**src/rtl/mem_access_unit_pkg.sv**
```systemverilog
// rtl/mem_access_unit_pkg.sv - shared widths, FSM states and range check for the memory access unit
package mem_access_unit_pkg;

  localparam int ADDR_W            = 16;
  localparam int DATA_W            = 16;
  localparam int MEM_BYTES_DEFAULT = 1024;

  typedef enum logic [2:0] {
    ST_IDLE,
    ST_RD,
    ST_RDW,
    ST_WR,
    ST_RESP
  } state_t;

  // A word touches addr and addr+1, so its last legal start is one byte earlier than a byte's.
  function automatic logic addr_in_range(input logic [ADDR_W-1:0] addr, input logic is_byte,
                                         input int mem_bytes);
    logic [31:0] last;
    last = is_byte ? 32'(mem_bytes - 1) : 32'(mem_bytes - 2);
    return {{(32-ADDR_W){1'b0}}, addr} <= last;
  endfunction

endpackage

```
**src/rtl/mem_access_unit_if.sv**
```systemverilog
// rtl/mem_access_unit_if.sv - datapath request/response handshake into the memory access unit
interface mem_access_unit_if;
  import mem_access_unit_pkg::*;

  logic              req_valid;
  logic              req_ready;
  logic              req_write;
  logic              req_byte;
  logic              req_signed;
  logic [ADDR_W-1:0] req_addr;
  logic [DATA_W-1:0] req_wdata;
  logic              resp_valid;
  logic [DATA_W-1:0] resp_rdata;
  logic              resp_err;

  modport master (
    output req_valid, req_write, req_byte, req_signed, req_addr, req_wdata,
    input  req_ready, resp_valid, resp_rdata, resp_err
  );

  modport slave (
    input  req_valid, req_write, req_byte, req_signed, req_addr, req_wdata,
    output req_ready, resp_valid, resp_rdata, resp_err
  );

endinterface

```
**src/rtl/mem_lane_align.sv**
```systemverilog
// rtl/mem_lane_align.sv - big-endian byte lane handling: store merge and load extension
module mem_lane_align
  import mem_access_unit_pkg::*;
(
  input  logic [DATA_W-1:0] rdata,
  input  logic [7:0]        wbyte,
  input  logic              is_byte,
  input  logic              is_signed,
  output logic [DATA_W-1:0] load_data,
  output logic [DATA_W-1:0] merge_data
);

  // The addressed byte sits in the upper lane; the lower lane belongs to addr+1.
  always_comb begin
    load_data  = is_byte ? {{8{is_signed & rdata[15]}}, rdata[15:8]} : rdata;
    merge_data = {wbyte, rdata[7:0]};
  end

endmodule

```
**src/rtl/mem_access_unit.sv**
```systemverilog
// rtl/mem_access_unit.sv - single-outstanding load/store initiator for the Data_Memory port
module mem_access_unit
  import mem_access_unit_pkg::*;
#(
  parameter int MEM_BYTES = MEM_BYTES_DEFAULT
) (
  input  logic              clk,
  input  logic              rst,
  mem_access_unit_if.slave  bus,
  output logic [ADDR_W-1:0] mem_address,
  output logic [DATA_W-1:0] mem_write_data,
  output logic              mem_write,
  output logic              mem_read,
  input  logic [DATA_W-1:0] mem_read_data
);

  state_t            state;
  logic              r_write;
  logic              r_byte;
  logic              r_signed;
  logic [7:0]        r_wbyte;
  logic              rd_q;
  logic              wr_q;
  logic [DATA_W-1:0] load_data;
  logic [DATA_W-1:0] merge_data;

  mem_lane_align u_lane_align (
    .rdata      (mem_read_data),
    .wbyte      (r_wbyte),
    .is_byte    (r_byte),
    .is_signed  (r_signed),
    .load_data  (load_data),
    .merge_data (merge_data)
  );

  assign bus.req_ready = (state == ST_IDLE);
  // Gating with rst keeps a reset cycle from committing a write to memory.
  assign mem_read      = rd_q & ~rst;
  assign mem_write     = wr_q & ~rst;

  always_ff @(posedge clk) begin
    if (rst) begin
      state          <= ST_IDLE;
      r_write        <= 1'b0;
      r_byte         <= 1'b0;
      r_signed       <= 1'b0;
      r_wbyte        <= '0;
      rd_q           <= 1'b0;
      wr_q           <= 1'b0;
      mem_address    <= '0;
      mem_write_data <= '0;
      bus.resp_valid <= 1'b0;
      bus.resp_err   <= 1'b0;
      bus.resp_rdata <= '0;
    end else begin
      rd_q           <= 1'b0;
      wr_q           <= 1'b0;
      bus.resp_valid <= 1'b0;
      bus.resp_err   <= 1'b0;
      case (state)
        ST_IDLE: begin
          if (bus.req_valid) begin
            r_write  <= bus.req_write;
            r_byte   <= bus.req_byte;
            r_signed <= bus.req_signed;
            r_wbyte  <= bus.req_wdata[7:0];
            if (!addr_in_range(bus.req_addr, bus.req_byte, MEM_BYTES)) begin
              bus.resp_valid <= 1'b1;
              bus.resp_err   <= 1'b1;
              bus.resp_rdata <= '0;
              state          <= ST_RESP;
            end else begin
              mem_address <= bus.req_addr;
              if (bus.req_write && !bus.req_byte) begin
                mem_write_data <= bus.req_wdata;
                wr_q           <= 1'b1;
                state          <= ST_WR;
              end else begin
                rd_q  <= 1'b1;
                state <= ST_RD;
              end
            end
          end
        end
        ST_RD: state <= ST_RDW;
        ST_RDW: begin
          if (r_write) begin
            mem_write_data <= merge_data;
            wr_q           <= 1'b1;
            state          <= ST_WR;
          end else begin
            bus.resp_valid <= 1'b1;
            bus.resp_rdata <= load_data;
            state          <= ST_RESP;
          end
        end
        ST_WR: begin
          bus.resp_valid <= 1'b1;
          bus.resp_rdata <= '0;
          state          <= ST_RESP;
        end
        ST_RESP: state <= ST_IDLE;
        default: state <= ST_IDLE;
      endcase
    end
  end

endmodule

```
**src/flat_wrapper.sv**
```systemverilog
// flat-port wrapper written by rule: the top's interface ports become plain ports
module mem_access_unit_flat import mem_access_unit_pkg::*;
#(
  parameter int MEM_BYTES = MEM_BYTES_DEFAULT
)
  (clk, rst, mem_address, mem_write_data, mem_write, mem_read, mem_read_data, bus_req_valid, bus_req_write, bus_req_byte, bus_req_signed, bus_req_addr, bus_req_wdata, bus_req_ready, bus_resp_valid, bus_resp_rdata, bus_resp_err);
  mem_access_unit_if bus_i ();
  input  logic clk;
  input  logic rst;
  output logic [ADDR_W-1:0] mem_address;
  output logic [DATA_W-1:0] mem_write_data;
  output logic mem_write;
  output logic mem_read;
  input  logic [DATA_W-1:0] mem_read_data;
  input wire logic [$bits(bus_i.req_valid)-1:0] bus_req_valid;
  input wire logic [$bits(bus_i.req_write)-1:0] bus_req_write;
  input wire logic [$bits(bus_i.req_byte)-1:0] bus_req_byte;
  input wire logic [$bits(bus_i.req_signed)-1:0] bus_req_signed;
  input wire logic [$bits(bus_i.req_addr)-1:0] bus_req_addr;
  input wire logic [$bits(bus_i.req_wdata)-1:0] bus_req_wdata;
  output wire logic [$bits(bus_i.req_ready)-1:0] bus_req_ready;
  output wire logic [$bits(bus_i.resp_valid)-1:0] bus_resp_valid;
  output wire logic [$bits(bus_i.resp_rdata)-1:0] bus_resp_rdata;
  output wire logic [$bits(bus_i.resp_err)-1:0] bus_resp_err;
  assign bus_i.req_valid = bus_req_valid;
  assign bus_i.req_write = bus_req_write;
  assign bus_i.req_byte = bus_req_byte;
  assign bus_i.req_signed = bus_req_signed;
  assign bus_i.req_addr = bus_req_addr;
  assign bus_i.req_wdata = bus_req_wdata;
  assign bus_req_ready = bus_i.req_ready;
  assign bus_resp_valid = bus_i.resp_valid;
  assign bus_resp_rdata = bus_i.resp_rdata;
  assign bus_resp_err = bus_i.resp_err;
  mem_access_unit #(.MEM_BYTES(MEM_BYTES)) u_core (.clk(clk), .rst(rst), .bus(bus_i), .mem_address(mem_address), .mem_write_data(mem_write_data), .mem_write(mem_write), .mem_read(mem_read), .mem_read_data(mem_read_data));
endmodule
```
**config.mk**
```make
export PLATFORM = sky130hd
export DESIGN_NAME = mem_access_unit_flat
export DESIGN_NICKNAME = d
export VERILOG_FILES = /design/src/rtl/mem_access_unit_pkg.sv /design/src/rtl/mem_access_unit_if.sv /design/src/rtl/mem_lane_align.sv /design/src/rtl/mem_access_unit.sv /design/src/flat_wrapper.sv
export SDC_FILE = /design/constraint.sdc
export NUM_CORES = 1
export LEC_CHECK = 0
export BUFFER_PORTS_ARGS = -buffer_cell sky130_fd_sc_hd__clkbuf_2
export CORE_ASPECT_RATIO = 1.4
export CORE_MARGIN = 2
export CORE_UTILIZATION = 40
export DETAILED_ROUTE_END_ITERATION = 8
export PLACE_DENSITY = 0.67
export SYNTH_ARGS = -nofsm -noshare
export SYNTH_HDL_FRONTEND = slang
export SYNTH_SLANG_ARGS = --single-unit
```
**constraint.sdc**
```tcl
create_clock -name clk -period 5.15 [get_ports clk]
set_clock_uncertainty 0.15 [all_clocks]
set_input_delay 0.515 -clock clk [delete_from_list [all_inputs] [get_ports clk]]
set_output_delay 0.515 -clock clk [all_outputs]
set_load 0.01 [all_outputs]
```
# Word level (Yosys, flattened, before mapping)
# Cells that the tools add are included.
totals:
  input_bits: 54
  register_bits: 66
  out_inout_bits: 53
  word_cells: 66
classes:
  n_bitwise: 7
  n_mux: 26
  reduce_logical: 11
  order_cmp: 1
  eq_ne: 9
ops:
  columns: ["operator", "count"]
  rows:
  - ["2-to-1 mux 16 bit", 8]
  - ["one-hot mux 16 bit (3 select lines)", 1]
  - ["less-or-equal comparator 16 x 32 -> 1 bit", 1]
  - ["one-hot mux 16 bit (2 select lines)", 1]
  - ["one-hot mux 3 bit (4 select lines)", 1]
  - ["2-to-1 mux 1 bit", 9]
  - ["2-to-1 mux 3 bit", 3]
  - ["equality test 3 x 2 -> 1 bit, second input constant", 2]
  - ["inequality test 2 x 1 -> 1 bit, second input constant", 3]
  - ["inequality test 2 bit, second input constant", 3]
  - ["AND reduction 5 bit", 1]
  - ["inverter 1 bit", 4]
  - ["AND reduction 4 bit", 1]
  - ["OR reduction 4 bit", 1]
  - ["bitwise AND 1 bit", 3]
  - ["equality test 3 x 1 -> 1 bit, second input constant", 1]
  - ["logical NOT 3 bit", 1]
  - ["one-hot mux 1 bit (3 select lines)", 1]
  - ["AND reduction 3 bit", 1]
  - ["nonzero test 3 bit", 1]
  - ["2-to-1 mux 2 bit", 1]
  - ["one-hot mux 1 bit (2 select lines)", 1]
  - ["AND reduction 2 bit", 1]
  - ["nonzero test 2 bit", 1]
  - ["other kinds (3)", 3]

# Logic depth before layout (Yosys ltp)
# Gate-level depths: netlist (run 1).
depth:
  word_depth: 6
  depth_mapped: 9

# Modules after synthesis
# Synthesis (run 1) repeated with hierarchy kept, for this count alone.
unflattened:
  cells_unflattened: 320
  hier_area_um2: 2959.1
by_module_without_submodules:
  columns: ["mod", "area_each_um2", "seq_area_each_um2", "n_inst", "cells_per_inst"]
  rows:
  - ["mem_access_unit", 2641.3, 1321.3, 1, 277]
  - ["mem_lane_align", 317.8, 0.0, 1, 43]

# Least setup slack after synthesis (run 1)
# No wires, ideal clock.
synth_timing:
  path_type: "input to register"
  from: "in bus_req_addr[0]"
  to: "reg u_core.bus.resp_rdata[13]"
  t_arrival_ns: 2.211
  required_ns: 4.930
  setup_slack_ns: 2.718
  path_buffers: 1
  cell_stages: 8
  path_cell_list: "inv_1 > ha_1 > nand4b_1 > nor4_4 > o31ai_4 > buf_6 > or4_1 > a21oi_1"
synth_between:
  elab_chain_len: 3
synth_lines:
  columns: ["item", "line_no", "text"]
  rows:
  - ["from (decl)", "flat_wrapper.sv:19", "input wire logic [$bits(bus_i.req_addr)-1:0] bus_req_addr;"]
  - ["less-or-equal comparator 16 x 32 -> 1 bit", "mem_access_unit_pkg.sv:21", "return {{(32-ADDR_W){1'b0}}, addr} <= last;"]
  - ["inequality test 2 bit (no line)", null, null]
  - ["AND reduction 4 bit (no line)", null, null]
  - ["to (signal assigned)", "mem_access_unit.sv:93", "bus.resp_rdata <= load_data;"]
  - ["to (decl)", "mem_access_unit_if.sv:23", "output req_ready, resp_valid, resp_rdata, resp_err"]
# No other way between the ends.
# A chain may end at the register's enable or synchronous reset.

# Final worst setup path (run 1)
layout_timing:
  from: "reg u_core.state[0]"
  to: "reg u_core.mem_address[12]"
layout_between:
  elab_chain_len: 2
layout_lines:
  columns: ["item", "line_no", "text"]
  rows:
  - ["from (decl)", "mem_access_unit.sv:17", "state_t state;"]
  - ["from (signal assigned)", "mem_access_unit.sv:43", "state <= ST_IDLE;"]
  - ["from (signal assigned)", "mem_access_unit.sv:71", "state <= ST_RESP;"]
  - ["from (signal assigned)", "mem_access_unit.sv:77", "state <= ST_WR;"]
  - ["logical NOT 3 bit", "mem_access_unit.sv:60", "case (state)"]
  - ["AND reduction 3 bit (no line)", null, null]
  - ["to (signal assigned)", "mem_access_unit.sv:73", "mem_address <= bus.req_addr;"]
  - ["to (decl)", "mem_access_unit.sv:10", "output logic [ADDR_W-1:0] mem_address,"]
# No other way between the ends.

==> qor.yml, run 1 <==
logic_synthesis:
  yosysSeqAreaShare_pct: 47.1
  async_flop_share_pct: 0
  syn_inst: 333
  synthesis.nets: 388
  synth_seq_cells: 66
  netlist_area_um2: 2800
  synth_edf_count: 0
  syn_avg_cell_area_um2: 8.42
  yosysUniqueCellTypes: 37
  synth_flop_cell: "dfxtp_1"
  yosys_warnings: 0
critical_path:
  crit_type: "flip-flop to flip-flop"
  required_ps: 5250
  cp.arrival_ps: 2850
  cp_cell_sequence: "nor2_2, nand3b_1, nor3_2, nor2_1, and2_1"
  cpLargestDelayFamily: "simple AND/OR/NAND/NOR gates"
  slowest_delay_ps: 990
  crit_path_max_fanout: 13
  end_kind: "flip-flop"
  cpMaxStageDelayCell: "nor3_2"
  critPathBufInv: 0
  start_kind: "flip-flop"
floorplan:
  die_height_um: 103
  die_w_um: 74.8
  initial_utilization_pct: 40.7
  ios: 107
  die-area_um2: 7710
  rows: 36
  coreArea_um2: 6890
power:
  combPwrFrac_pct: 7.3
  power_density_nw_per_um2: 315
  p_seq_share_pct: 46.3
  peakVddDrop_uv: 142
  netSwitchingPower_mw: 0.261
  leakagePower_nw: 1.50
  clock_power_share_pct: 46.4
  intPower_mw: 0.873
  p_sw_share_pct: 23.0
global_routing:
  grt_pass1_wl_um: 11100
  grt_usage_pct: 19.2
  grt_max_degree: 61
  gr-total-overflow: 0
  grt_pass1_vias: 2343
  antenna_found_initial: 0
sta:
  drv_slew: 0
  setup_viol: 0
  fin_tns_setup_ps: 0
  timing.final.hold_violations: 0
  fin_crit_ps: 2750
  tightest_slew_ps: 1200
  min_period_over_period_pct: 53.5
  relSlewSlack_pct: 20.3
  max_freq_mhz: 363
  rsz0062_at_grt: "false"
  setup_slack_ps: 2400
finish:
  utilization_pct: 52.2
  fin_area_um2: 3600
  layout.nets: 480
  layout-area-overhead-vs-synth_pct: 28.3
  n_antenna_cell: 0
  drive_gt1_share_pct: 32.6
  final.fill_count: 684
clock_network:
  cts_setup_buffers: 0
  ctsLongestPathBuffers: 2
  clkTransAtPathRegs_ps: 70
  cts_tree: "yes"
  clockRootBuffer: "clkbuf_8"
  clock-sinks: 66
  insertion_delay_ps: 340
  cts_hold_buf: 0
  cts_max_level: 3
  cts_buffers: 9
  cts.repair.resized: 0
placement:
  dpl_cell_area_um2: 3360
  dp.final_hpwl_um: 5080
  place_ws_ps: 2310
  io_buffers: 106
  routabilityCongestion: 0.777
detailed_routing:
  wire_per_inst_um: 13.6
  drtIter0Drc: 204
  num_vias: 2685
  ant_nets: 0
  viasPerCell: 5.11
  drt_wl_total_um: 7130
  drc: 0
  firstDrtPassIters: 4
flow_run:
  max-cap-violations: 0
hold_path:
  worstHoldPathType: "primary input to flip-flop"
run_status:
  outcome: "complete, no violations"
flip-flops by register name, summed over array words and instances, names as in the netlist:
signal and count:
u_core.r_wbyte 8, u_core.mem_write_data 16, u_core.bus.resp_err 1, u_core.bus.resp_rdata 16
u_core.bus.resp_valid 1, u_core.r_byte 1, u_core.rd_q 1, u_core.r_signed 1
u_core.wr_q 1, u_core.mem_address 16, u_core.state 3, u_core.r_write 1
synth_stat cells, types with 8 or more instances:
master	n	area [µm²]
a21oi_1	31	155
a311oi_1	16	140
and2_1	8	50.1
clkbuf_1	17	63.8
dfxtp_1	66	1320
mux2_2	9	101
mux2i_1	10	100
nand2_1	60	225
nand4_1	9	56.3
nor2_1	40	150
o21ai_0	20	100
or4_1	8	60.1
logic make-up (layout without fill, tap and decap cells):
| logic type | Yosys count | count (layout) | synth area share, % |
|---|---|---|---|
| muxes | 19 | 19 | 7.18 |
| buffers and inverters | 31 | 128 | 4.91 |
| and+or+nand+nor | 144 | 144 | 24.5 |
| AOI/OAI and AO/OA | 72 | 72 | 15.8 |
| adders and majority gates | 1 | 1 | 0.446 |
| DFF | 66 | 66 | 47.1 |
worst min-delay path: stages:
cell	delay, ps
clkbuf_2	90
nand2_1	50
a21oi_1	50
layout make-up:
type	instances	area, µm²	area share (%)
Clock buffer	9	124	3.44
Clock inverter	7	118	3.27
Inverter	5	18.8	0.522
Multi-Input combinational cell	236	1360	37.8
Sequential cell	66	1320	36.7
Timing Repair Buffer	107	538	15.0
Tap cell	95	119	3.30
power by group through the flow:
stage | clock network, mW | logic, mW | registers, mW
after global routing | 0.559 | 0.0920 | 0.527
after floorplan | 0 | 0.0463 | 0.535
after global placement | 0 | 0.0814 | 0.537
after CTS | 0.536 | 0.0831 | 0.526
after detailed placement | 0 | 0.0827 | 0.538
final | 0.526 | 0.0824 | 0.526
cells in the final DEF (no fill, tap or decap), drive strengths merged, types with 9 or more instances in the layout:
master    n
mux2i    10
clkbuf  115
o21ai    21
a21oi    31
dfxtp    66
a311oi   16
mux2      9
nand2    60
nand4    10
nor2     41
metrics by stage:
stage / std cells / power [mW] / hold slack, ps
final: 525 / 1.13 / 261
after global routing: 525 / 1.18 / 260
after CTS: 525 / 1.15 / 248
after detailed placement: 509 / 0.620 / 295
after global placement: 509 / 0.619 / 293
after floorplan: 333 / 0.581 / 287
worst paths after layout:
path	startpoint	end	slack, ps	cells after the start
hold / removal	bus_req_write	u_core.r_write	260	3
setup reg to reg	u_core.state[0]	u_core.mem_address[12]	2400	5
hold reg to reg	u_core.r_wbyte[2]	u_core.r_wbyte[2]	310	2
setup / recovery	u_core.state[0]	u_core.mem_address[12]	2400	5
routing by layer:
layer  track usage [%]  vias up  routed length [µm]
met4              8.38        0                 147
li1                  -     1355                   -
met1              23.2     1232                3060
met3              6.35       12                 436
met5                 0        -                   0
met2              30.8       86                3490
No activity file was read; power rests on OpenSTA's default activity.
==> run 2, diff against run 1 <==
ABC_AREA = 1   (was unset)
PLACE_DENSITY = 0.66   (was 0.67)
clock period = 2.55 ns   (was 5.15 ns; I/O delays follow)
==> run 2 against run 1 <==
Setup slack worse by 1900 ps. Clock power is 90% higher. Sequential share of layout area is 3.0 points lower. Power is 120% higher. Combinational power grew to 4.4 times the previous value. Via count is 17% higher. Critical path type unchanged. First-iteration DRC count is 14% higher.
==> qor.yml, run 2 <==
run_status:
  outcome: "complete, no violations"
critical_path:
  required_ps: 2640  # -2610 ps
  cp.arrival_ps: 2140  # -710 ps
  r2r-start: "u_core.state[1]"
  end_kind: "flip-flop"
  worst-r2r-setup-slack_ps: 490  # -1900 ps
  startpoint: "u_core.state[1]"
  crit_path_max_fanout: 33  # +20
  slowest_delay_ps: 520  # -470 ps
  cpMaxStageDelayCell: "nand2_2"
  cp_common_cell: "nand2_2"
  start_kind: "flip-flop"
  cp_cell_sequence: "inv_2, nor2_4, nand2_2, nand2_2, nand3_1, nand2_1, nor2_1"
  crit_type: "flip-flop to flip-flop"
logic_synthesis:
  syn_avg_cell_area_um2: 6.99  # -17%
  netlist_area_um2: 3120  # +11%
  synth_most_common_cell: "nor2_1"
  yosysUniqueCellTypes: 27  # -27%
  yosysSeqAreaShare_pct: 42.4  # -4.7 points
  yosys_warnings: 0  # unchanged
  synthTopCellsByCount: "85 x nor2_1, 82 x nand2_1, 66 x dfxtp_1"
  async_flop_share_pct: 0  # unchanged
  syn_inst: 446  # +34%
  yosysTopAreaCellShare_pct: 42.4  # -4.7 points
  synth_edf_count: 0  # unchanged
  synth.area.top_cells: "dfxtp_1 42%, nor2_1 10%, nand2_1 9.9%, inv_1 6.6%, a21oi_1 5.5%"
  synth_seq_cells: 66  # unchanged
  synth_area_leader_cell: "dfxtp_1"
  synthesis.nets: 501  # +29%
  synth_flop_cell: "dfxtp_1"
floorplan:
  rows: 38  # +5.6%
  coreArea_um2: 7650  # +11%
  die_height_um: 108  # +5.2%
  die-area_um2: 8520  # +11%
  initial_utilization_pct: 40.7  # about the same
  ios: 107  # unchanged
  die_w_um: 78.6  # +5.1%
finish:
  n_antenna_cell: 0  # unchanged
  final_common_cell: "clkbuf_2"
  layout-area-overhead-vs-synth_pct: 25.8
  layout.nets: 601  # +25%
  drive_gt1_share_pct: 25.6  # -7.0 points
  final_cell_mix: "106 x clkbuf_2, 85 x nor2_1, 82 x nand2_1"
  reg_top3: "u_core.bus.resp_rdata x16, u_core.mem_address x16, u_core.mem_write_data x16"
sta:
  setup_viol: 0  # unchanged
  fin_crit_ps: 2060  # -697 ps
  timing.final.hold_violations: 0  # unchanged
  setup_slack_ps: 493  # -1900 ps
  relSlewSlack_pct: 57.9  # +38 points
  min_period_over_period_pct: 80.7  # +27 points
  fin_tns_setup_ps: 0  # unchanged
  max_freq_mhz: 486  # +34%
  tightest_slew_ps: 629  # -567 ps
  drv_slew: 0  # unchanged
  whs_ps: 6.75  # -254 ps
  rsz0062_at_grt: "false"
clock_network:
  cts_max_level: 3  # unchanged
  cts_setup_buffers: 0  # unchanged
  cts.repair.resized: 0  # unchanged
  ctsLongestPathBuffers: 2  # unchanged
  clkTransAtPathRegs_ps: 70  # about the same
  clock-sinks: 66  # unchanged
  clockRootBuffer: "clkbuf_8"
  cts_hold_buf: 3  # +3
  cts_buffers: 9  # unchanged
  cts_tree: "yes"
  insertion_delay_ps: 340  # about the same
detailed_routing:
  drt_wl_total_um: 7990  # +12%
  drtIter0Drc: 232  # +14%
  drc: 0  # unchanged
  viasPerCell: 4.81  # -5.9%
  ant_nets: 0  # unchanged
  wire_per_inst_um: 12.3  # -9.7%
  num_vias: 3132  # +17%
  firstDrtPassIters: 4  # unchanged
global_routing:
  grt_max_degree: 37  # -39%
  grt_usage_pct: 19.4  # +0.16 points
  antenna_found_initial: 0  # unchanged
  grt_pass1_vias: 2957  # +26%
  grt_pass1_wl_um: 13100  # +18%
  gr-total-overflow: 0  # unchanged
placement:
  dp.final_hpwl_um: 5780  # +14%
  io_buffers: 106  # unchanged
  place_ws_ps: 503  # -1810 ps
  routabilityCongestion: 0.836  # +7.6%
power:
  power_density_nw_per_um2: 634  # +100%
  peakVddDrop_uv: 296  # +110%
  leakagePower_nw: 2.06  # +37%
hold_path:
  worstHoldPathType: "primary input to flip-flop"
  min_from: "bus_req_addr[4]"
flow_run:
  max-cap-violations: 0  # unchanged
run 2: cell count changes after synthesis, moves of 8 or more:
cell	previous run	this run
o21bai_1	0	10
mux2i_1	10	0
and2_1	8	0
nand3_1	1	22
nand2_1	60	82
inv_1	4	55
or4_1	8	0
nor2_1	40	85
a311oi_1	16	0
mux2_2	9	0
run 2: path summary, 6_finish.rpt:
path / to / depth (start not counted)
setup reg to reg: u_core.mem_write_data[5] / 7
hold / removal: u_core.mem_address[4] / 3
setup / recovery: u_core.mem_write_data[5] / 7
hold reg to reg: u_core.r_wbyte[0] / 2
run 2: routing by layer:
layer / wire length, µm / share of wire (%) / GRT usage, %
met3: 518 / 6.5 / 5.01
met5: 0 / 0 / 0
met2: 4000 / 50 / 34.2
met1: 3300 / 41 / 22.0
met4: 166 / 2.1 / 8.02
run 2: cell families after synthesis:
| kind of cell | count (synthesis) | share of synthesized area (%) |
|---|---|---|
| fa+ha+maj | 1 | 0.401 |
| simple gates | 213 | 30.5 |
| compound gates | 82 | 15.0 |
| buf+inv | 84 | 11.7 |
| flops | 66 | 42.4 |
run 2: critical path: cells and delay by family, from the launching register on:
kind / cells / cell delay, ps
and+or+nand+nor: 6 / 1280
DFF: 1 / 430
buffers and inverters: 1 / 80
run 2: final cells by class:
type / count / area (µm²)
multi-input cells: 296 / 1430
well taps: 100 / 125
fillers: 813 / 3730
clock inverters: 4 / 73.8
repair buffers: 113 / 591
flip-flops and latches: 66 / 1320
clock buffers: 12 / 155
inverters: 60 / 225
run 2: report_power, final:
part / internal [mW] / switching (mW)
clock: 0.605 / 0.400
sequential: 1.09 / 0.0295
combinational: 0.139 / 0.225
run 2: per-stage QoR:
step	instances	total power [mW]	utilization, %	cell area (µm²)
global placement	632	1.50	47.8	3660
detailed placement	632	1.50	47.8	3660
finish	651	2.49	51.2	3920
global route	651	2.61	51.2	3920
CTS	651	2.51	51.2	3920
floorplan	446	1.38	-	3120
